<file path="config.mk">
export PLATFORM = sky130hd
export DESIGN_NAME = mux2_burst_arbiter
export DESIGN_NICKNAME = d
export VERILOG_FILES = /design/src/rtl/mux2_burst_arbiter.sv
export SDC_FILE = /design/constraint.sdc
export NUM_CORES = 1
export LEC_CHECK = 0
export ABC_AREA = 1
export BUFFER_PORTS_ARGS = -buffer_cell sky130_fd_sc_hd__buf_4
export CAP_MARGIN = 20
export CORE_MARGIN = 1.5
export CORE_UTILIZATION = 37
export CTS_BUF_LIST = sky130_fd_sc_hd__clkbuf_8
export CTS_CLUSTER_SIZE = 40
export DETAILED_ROUTE_END_ITERATION = 16
export PLACE_DENSITY = 0.71
export SKIP_LAST_GASP = 1
export SLEW_MARGIN = 20
export SYNTH_ARGS = -nofsm -noshare
export SYNTH_HDL_FRONTEND = slang
export SYNTH_SLANG_ARGS = --single-unit
</file>
<file path="constraint.sdc">
create_clock -name clk -period 2.47 [get_ports clk]
set_input_delay 0.1235 -clock clk [delete_from_list [all_inputs] [get_ports clk]]
set_output_delay 0.1235 -clock clk [all_outputs]
set_load 0.1 [all_outputs]
</file>
<file path="src/rtl/mux2_burst_arbiter.sv">
// Round-robin burst arbiter producing the 2:1 mux select, with a one-entry registered output stage.
// Optional per-source accepted-beat counters are built when MUX2_ARB_GRANT_CNT_EN is defined.
`timescale 1ns/1ps
module mux2_burst_arbiter #(
  parameter int WIDTH = 8,
  parameter int BURST = 4
) (
  input  logic             clk,
  input  logic             rst_n,
  input  logic             a_valid,
  input  logic [WIDTH-1:0] a_data,
  output logic             a_ready,
  input  logic             b_valid,
  input  logic [WIDTH-1:0] b_data,
  output logic             b_ready,
  output logic             sel,
  output logic             out_valid,
  output logic [WIDTH-1:0] out_data,
  input  logic             out_ready
`ifdef MUX2_ARB_GRANT_CNT_EN
  ,
  input  logic             cnt_clr,
  output logic [15:0]      a_grant_cnt,
  output logic [15:0]      b_grant_cnt
`endif
);

  localparam logic [7:0] LAST_BEAT = 8'(BURST - 1);

  typedef enum logic [1:0] {
    IDLE  = 2'd0,
    GNT_A = 2'd1,
    GNT_B = 2'd2
  } state_t;

  state_t           state_r;
  logic             sel_r;
  logic             last_b_r;
  logic [7:0]       beat_cnt_r;
  logic             out_valid_r;
  logic [WIDTH-1:0] out_data_r;

  logic space_s;
  logic a_ready_s;
  logic b_ready_s;
  logic a_acc_s;
  logic b_acc_s;
  logic at_last_s;
  logic go_a_s;
  logic go_b_s;
  logic go_idle_s;

  // Handshake qualification: a grant only accepts when the output register can take a beat.
  always_comb begin
    space_s   = 1'b0;
    a_ready_s = 1'b0;
    b_ready_s = 1'b0;
    a_acc_s   = 1'b0;
    b_acc_s   = 1'b0;
    at_last_s = 1'b0;
    space_s   = !out_valid_r || out_ready;
    a_ready_s = (state_r == GNT_A) && space_s;
    b_ready_s = (state_r == GNT_B) && space_s;
    a_acc_s   = a_valid && a_ready_s;
    b_acc_s   = b_valid && b_ready_s;
    at_last_s = (beat_cnt_r == LAST_BEAT);
  end

  assign a_ready   = a_ready_s;
  assign b_ready   = b_ready_s;
  assign sel       = sel_r;
  assign out_valid = out_valid_r;
  assign out_data  = out_data_r;

  // Grant decision: at most one of go_a/go_b/go_idle is set; none set means hold the current grant.
  always_comb begin
    go_a_s    = 1'b0;
    go_b_s    = 1'b0;
    go_idle_s = 1'b0;
    case (state_r)
      IDLE: begin
        if (a_valid && b_valid) begin
          go_a_s = last_b_r;
          go_b_s = !last_b_r;
        end else if (a_valid) begin
          go_a_s = 1'b1;
        end else if (b_valid) begin
          go_b_s = 1'b1;
        end else begin
          go_idle_s = 1'b0;
        end
      end
      GNT_A: begin
        if (a_acc_s && at_last_s) begin
          if (b_valid) begin
            go_b_s = 1'b1;
          end else if (a_valid) begin
            go_a_s = 1'b1;
          end else begin
            go_idle_s = 1'b1;
          end
        end else if (!a_valid) begin
          if (b_valid) begin
            go_b_s = 1'b1;
          end else begin
            go_idle_s = 1'b1;
          end
        end else begin
          go_idle_s = 1'b0;
        end
      end
      GNT_B: begin
        if (b_acc_s && at_last_s) begin
          if (a_valid) begin
            go_a_s = 1'b1;
          end else if (b_valid) begin
            go_b_s = 1'b1;
          end else begin
            go_idle_s = 1'b1;
          end
        end else if (!b_valid) begin
          if (a_valid) begin
            go_a_s = 1'b1;
          end else begin
            go_idle_s = 1'b1;
          end
        end else begin
          go_idle_s = 1'b0;
        end
      end
      default: begin
        go_idle_s = 1'b1;
      end
    endcase
  end

  // Grant FSM; every grant entry (including a burst restart) clears the beat count.
  always_ff @(posedge clk or negedge rst_n) begin
    if (!rst_n) begin
      state_r    <= IDLE;
      sel_r      <= 1'b0;
      last_b_r   <= 1'b1;
      beat_cnt_r <= 8'd0;
    end else if (go_a_s) begin
      state_r    <= GNT_A;
      sel_r      <= 1'b0;
      last_b_r   <= 1'b0;
      beat_cnt_r <= 8'd0;
    end else if (go_b_s) begin
      state_r    <= GNT_B;
      sel_r      <= 1'b1;
      last_b_r   <= 1'b1;
      beat_cnt_r <= 8'd0;
    end else if (go_idle_s) begin
      state_r    <= IDLE;
      sel_r      <= 1'b0;
      last_b_r   <= last_b_r;
      beat_cnt_r <= 8'd0;
    end else if (a_acc_s || b_acc_s) begin
      beat_cnt_r <= beat_cnt_r + 8'd1;
    end else begin
      beat_cnt_r <= beat_cnt_r;
    end
  end

  // Output register: a new accept wins over a drain in the same cycle.
  always_ff @(posedge clk or negedge rst_n) begin
    if (!rst_n) begin
      out_valid_r <= 1'b0;
      out_data_r  <= '0;
    end else if (a_acc_s) begin
      out_valid_r <= 1'b1;
      out_data_r  <= a_data;
    end else if (b_acc_s) begin
      out_valid_r <= 1'b1;
      out_data_r  <= b_data;
    end else if (out_ready) begin
      out_valid_r <= 1'b0;
    end else begin
      out_valid_r <= out_valid_r;
    end
  end

`ifdef MUX2_ARB_GRANT_CNT_EN
  logic [15:0] a_grant_cnt_r;
  logic [15:0] b_grant_cnt_r;

  // Accepted-beat counters; clear has priority and the increment wraps naturally.
  always_ff @(posedge clk or negedge rst_n) begin
    if (!rst_n) begin
      a_grant_cnt_r <= 16'd0;
      b_grant_cnt_r <= 16'd0;
    end else if (cnt_clr) begin
      a_grant_cnt_r <= 16'd0;
      b_grant_cnt_r <= 16'd0;
    end else begin
      a_grant_cnt_r <= a_grant_cnt_r + {15'd0, a_acc_s};
      b_grant_cnt_r <= b_grant_cnt_r + {15'd0, b_acc_s};
    end
  end

  assign a_grant_cnt = a_grant_cnt_r;
  assign b_grant_cnt = b_grant_cnt_r;
`endif

endmodule

</file>
After elaboration in Yosys (flattened, before gate mapping)
Index checks and enable logic that the tools add are counted.
- flip-flop bits (word level): 21
- word-level logic and storage cells: 63
- output and inout bits: 12
- input bits: 21
- eq/ne operators: 3
- mux-type cells: 36
- add/sub/neg operators: 1
- reduce and logical (&&, ||, !) cells: 17
- operators with widths (operator ; number):
    $mux W8 ; 6
    $mux W1 ; 24
    $pmux W1 S3 ; 3
    $add A8 B1 Y8 const B ; 1
    $eq A8 B2 Y1 const B ; 1
    $logic_and A1 B1 Y1 ; 7
    $mux W2 ; 3
    $reduce_bool A3 Y1 ; 2
    $reduce_bool A2 Y1 ; 2
    $reduce_bool A4 Y1 ; 1
    $eq A2 B1 Y1 const B ; 1
    $eq A2 B2 Y1 const B ; 1
    $logic_not A1 Y1 ; 2
    $logic_not A2 Y1 ; 1
    $logic_or A1 B1 Y1 ; 2

Longest topological paths before layout
- word-level depth: 10
- gate-level depth with buffers: 11

Least setup slack after synthesis
OpenSTA, ideal clock, no wires.
- path type: reg-to-reg
- from: reg out_valid_r, in the netlist out_valid
- to: reg beat_cnt_r[6]
- period minus slack after synthesis: 2.048 ns
- required time: 2.400 ns
- slack: 0.422 ns
- arrival time: 1.978 ns
- stages on the path, launching flop included: 9
- setup time: 0.070 ns
- cells stage by stage: dfrtp_1 -> nand2_1 -> nand3_2 -> inv_2 -> nand3_1 -> nand2_1 -> nor2_1 -> nand3_2 -> nor2_2
- cells in the longest elaborated chain, start to end: 10
- ends and longest elaborated chain (what ; RTL line ; text):
    start: declaration ; 40 ; logic out_valid_r;
    start signal: assignment ; 180 ; out_valid_r <= out_valid_r;
    $logic_not A1 Y1 * ; 61 ; space_s = !out_valid_r || out_ready;
    $logic_or A1 B1 Y1 * ; 61 ;
    $logic_and A1 B1 Y1 (on tied branches) ; 63, 62 ;
    $logic_and A1 B1 Y1 (on tied branches) ; 65, 64 ;
    $logic_and A1 B1 Y1 (on tied branches) ; 113, 94 ;
    $mux W1 (on tied branches) ; 113, 94 ;
    $pmux W1 S3 ; 80 ; case (state_r)
    $mux W8 ; 154 ; end else if (go_idle_s) begin
    $mux W8 ; 149 ; end else if (go_b_s) begin
    $mux W8 ; 144 ; end else if (go_a_s) begin
    end signal: assignment ; 160 ; beat_cnt_r <= beat_cnt_r + 8'd1;
    end signal: assignment ; 162 ; beat_cnt_r <= beat_cnt_r;
    end: declaration ; 39 ; logic [7:0] beat_cnt_r;
Mark *: on every way between the ends. The rest lies on a longest branch, timed or not.
A chain may end at the register's enable or synchronous reset.

Worst setup path after layout
- from: reg state_r[1]
- to: reg beat_cnt_r[2]
- cells in the longest elaborated chain, start to end: 9
- ends and longest elaborated chain (what ; RTL line ; text):
    start: declaration ; 36 ; state_t state_r;
    start signal: assignment ; 140 ; state_r <= IDLE;
    start signal: assignment ; 145 ; state_r <= GNT_A;
    start signal: assignment ; 150 ; state_r <= GNT_B;
    $eq A2 B2 Y1 / $eq A2 B1 Y1 (equally long branches) ; 63, 80, 62 ;
    $logic_and A1 B1 Y1 (on tied branches) ; 63, 62 ;
    $logic_and A1 B1 Y1 (on tied branches) ; 65, 64 ;
    $logic_and A1 B1 Y1 (on tied branches) ; 113, 94 ;
    $mux W1 (on tied branches) ; 113, 94 ;
    $pmux W1 S3 ; 80 ;
    $mux W8 ; 154 ;
    $mux W8 ; 149 ;
    $mux W8 ; 144 ;
Several ways; a longest one is shown, not always the timed one.

==> impl_metrics.csv <==
group,metric,value,unit
outcome,status,"finished clean",
clock_tree,insertion_delay,260,ps
floorplanning,num_rows,20,
placement,post-dp-hpwl,1869,um
clock_tree,post_cts_buffers,0,
layout,fin_nets,206,
timing,finalCriticalPeriod,1766,ps
placement,place_inst,211,
routing,vias_per_cell,5.009,
routing,postRouteAntennaNets,0,
grt,track_usage,16.57,%
yosys,ys_warn_count,0,
placement,port_buffers,32,
routing,wire_per_inst,11.68,um
floorplanning,coreArea,3003,um^2
timing,tightestPinTransition,314.2,ps
layout,final_cell_mix,"44 x nand2_1, 32 x buf_4, 25 x nor2_1",
setup_path,crit_required,2610,ps
routing,num_vias,1082,
layout,stdcell_count,216,
clock_tree,cts_buffers,3,
routing,wirelength,2523,um
clock_tree,clk_path_buf_depth,2,
grt,grt_overflow,0,
layout,areaGrowthSynthToFinish,28.82,%
grt,grt_max_degree,26,
timing,post-route-period-util,71.51,%
routing,drc_errors,0,
power,total_power,2.168,mW
timing,hold_violations,0,
clock_tree,clock-sinks,20,
timing,fmax,566.2,MHz
placement,place.gp.congestion,0.7778,
floorplanning,die_h,58.87,um
layout,final_common_cell,"nand2_1",
layout,insertedDiodeCount,0,
floorplanning,dieArea,3466,um^2
floorplanning,start_util,38.46,%
grt,antenna_found_initial,0,
timing,rsz0062_at_grt,"false",
timing,slew_headroom,79.03,%
timing,fin_setup_tns,0,ps
clock_tree,cts_max_level,1,
clock_tree,clkTransAtPathRegs,80,ps
clock_tree,clock-root-buffer,"clkbuf_8",
grt,grt_pass1_vias,1074,
timing,finalSetupViolations,0,
timing,clock_skew,4.293,ps
yosys,syn_inst,149,
clock_tree,cts_resized,0,
power,p_leak,0.7725,nW
power,power.density,1457,nW/um^2
yosys,syn_area_per_cell,7.751,um^2
min_path,hp-class,"input port to flip-flop",
setup_path,worstPathMaxFanout,11,
power,peakVddDrop,0.0009432,V
layout,layout-drive-gt1-share,27.87,%
routing,drtIter0Drc,21,
setup_path,critPathKind,"flip-flop to flip-flop",
clock_tree,cts_tree,"built",
setup_path,arrival,1910,ps
yosys,syn_area,1155,um^2
layout,fin_util,49.54,%
routing,dr.pass1.iters,4,
yosys,synth_seq_cells,20,
setup_path,cp-end-kind,"flip-flop",
clock_tree,holdBufCountCts,1,
timing,final_max_slew_viol_count,0,
floorplanning,ioPinCount,33,
setup_path,worstSetupStartpointType,"flip-flop",
grt,grt_pass1_wl,4457,um
yosys,ys_seq_area_share,43.45,%
yosys,synth_cell_types,23,
job,drv_cap,0,
floorplanning,die_x,58.87,um
yosys,synth_nets,171,
## critical path, stage by stage, from the launching register on
cell     delay [ps]
dfrtp_1         460
nor2_2          170
nand3_2         270
inv_2           250
nand2_1          70
nand2_1          60
nand2_1         130
nand3_2         180
nor2_1           60
## report_power, final
part | switching [mW] | internal (mW) | total, mW
Sequential | 0.0803 | 0.440 | 0.520
Clock | 0.107 | 0.216 | 0.323
Combinational | 1.04 | 0.282 | 1.32
## state kept, by name, indices dropped and copies added (netlist names)
| name | count |
|---|---|
| beat_cnt_r | 8 |
| last_b_r | 1 |
| out_data | 8 |
| out_valid | 1 |
| state_r | 2 |
## synthesized netlist by cell type
cell	n	area share [%]
buf_6	2	2.0
o211ai_1	1	0.65
buf_4	1	0.65
nor2_1	25	8.1
a31o_2	1	0.76
o21ai_0	1	0.43
nand2_1	44	14
a21boi_0	1	0.65
inv_1	14	4.6
ha_1	1	1.1
nand3_2	3	2.6
xor2_1	5	3.8
nand4_1	4	2.2
a31oi_1	9	4.9
nand2_8	1	1.7
inv_2	4	1.3
nand3_1	4	1.7
dfrtp_1	19	41
o21ai_1	1	0.43
a21oi_1	2	0.87
dfstp_2	1	2.3
nor2_2	4	2.2
nand3b_4	1	1.7
## worst paths after layout
| kind | startpoint | to | slack (ps) | cells after the start |
|---|---|---|---|---|
| max reg2reg | state_r[1] | beat_cnt_r[2] | 700 | 8 |
| min in group asynchronous | rst_n | beat_cnt_r[7] | 280 | 2 |
| max | state_r[1] | beat_cnt_r[2] | 700 | 8 |
| min reg2reg | last_b_r | last_b_r | 540 | 2 |
| max in group asynchronous | rst_n | last_b_r | 1930 | 2 |
| min | a_data[4] | out_data[4] | 130 | 3 |
## metal layers
| layer | up-vias | global-route usage (%) | wire [um] |
|---|---|---|---|
| met3 | 4 | 2.198 | 142 |
| met5 | - | 0 | 0 |
| met2 | 38 | 29.05 | 1214 |
| met1 | 498 | 20.92 | 1141 |
| li1 | 542 | - | - |
| met4 | 0 | 5.519 | 25 |
## logic make-up (layout without fill, tap and decap cells)
| family | Yosys count | after routing | synth area share, % |
|---|---|---|---|
| and+or+nand+nor | 86 | 86 | 34.56 |
| buffers and inverters | 21 | 55 | 8.450 |
| DFF | 20 | 20 | 43.45 |
| AOI/OAI and AO/OA | 16 | 16 | 8.667 |
| xor gates and xnor gates | 5 | 5 | 3.792 |
| adders and majority gates | 1 | 1 | 1.083 |
## area by class of cell
type / count / area, um^2
clock buffers: 3 / 41.29
inverters: 18 / 67.56
multi-input cells: 108 / 555.5
clock inverters: 1 / 30.03
flip-flops and latches: 20 / 501.7
fillers: 292 / 1515
well taps: 33 / 41.29
repair buffers: 33 / 250.2
## metrics by stage
step / hold WS, ps / setup WS (ps) / area, um^2
after floorplan: -172.1 / 422.5 / 1155
after CTS: 122.5 / 707.1 / 1488
after global placement: 12.71 / 788.5 / 1406
after detailed placement: 15.53 / 737.8 / 1406
after global routing: 143.0 / 489.7 / 1488
final: 127.2 / 703.8 / 1488
Power figures use the tool's default switching activity.
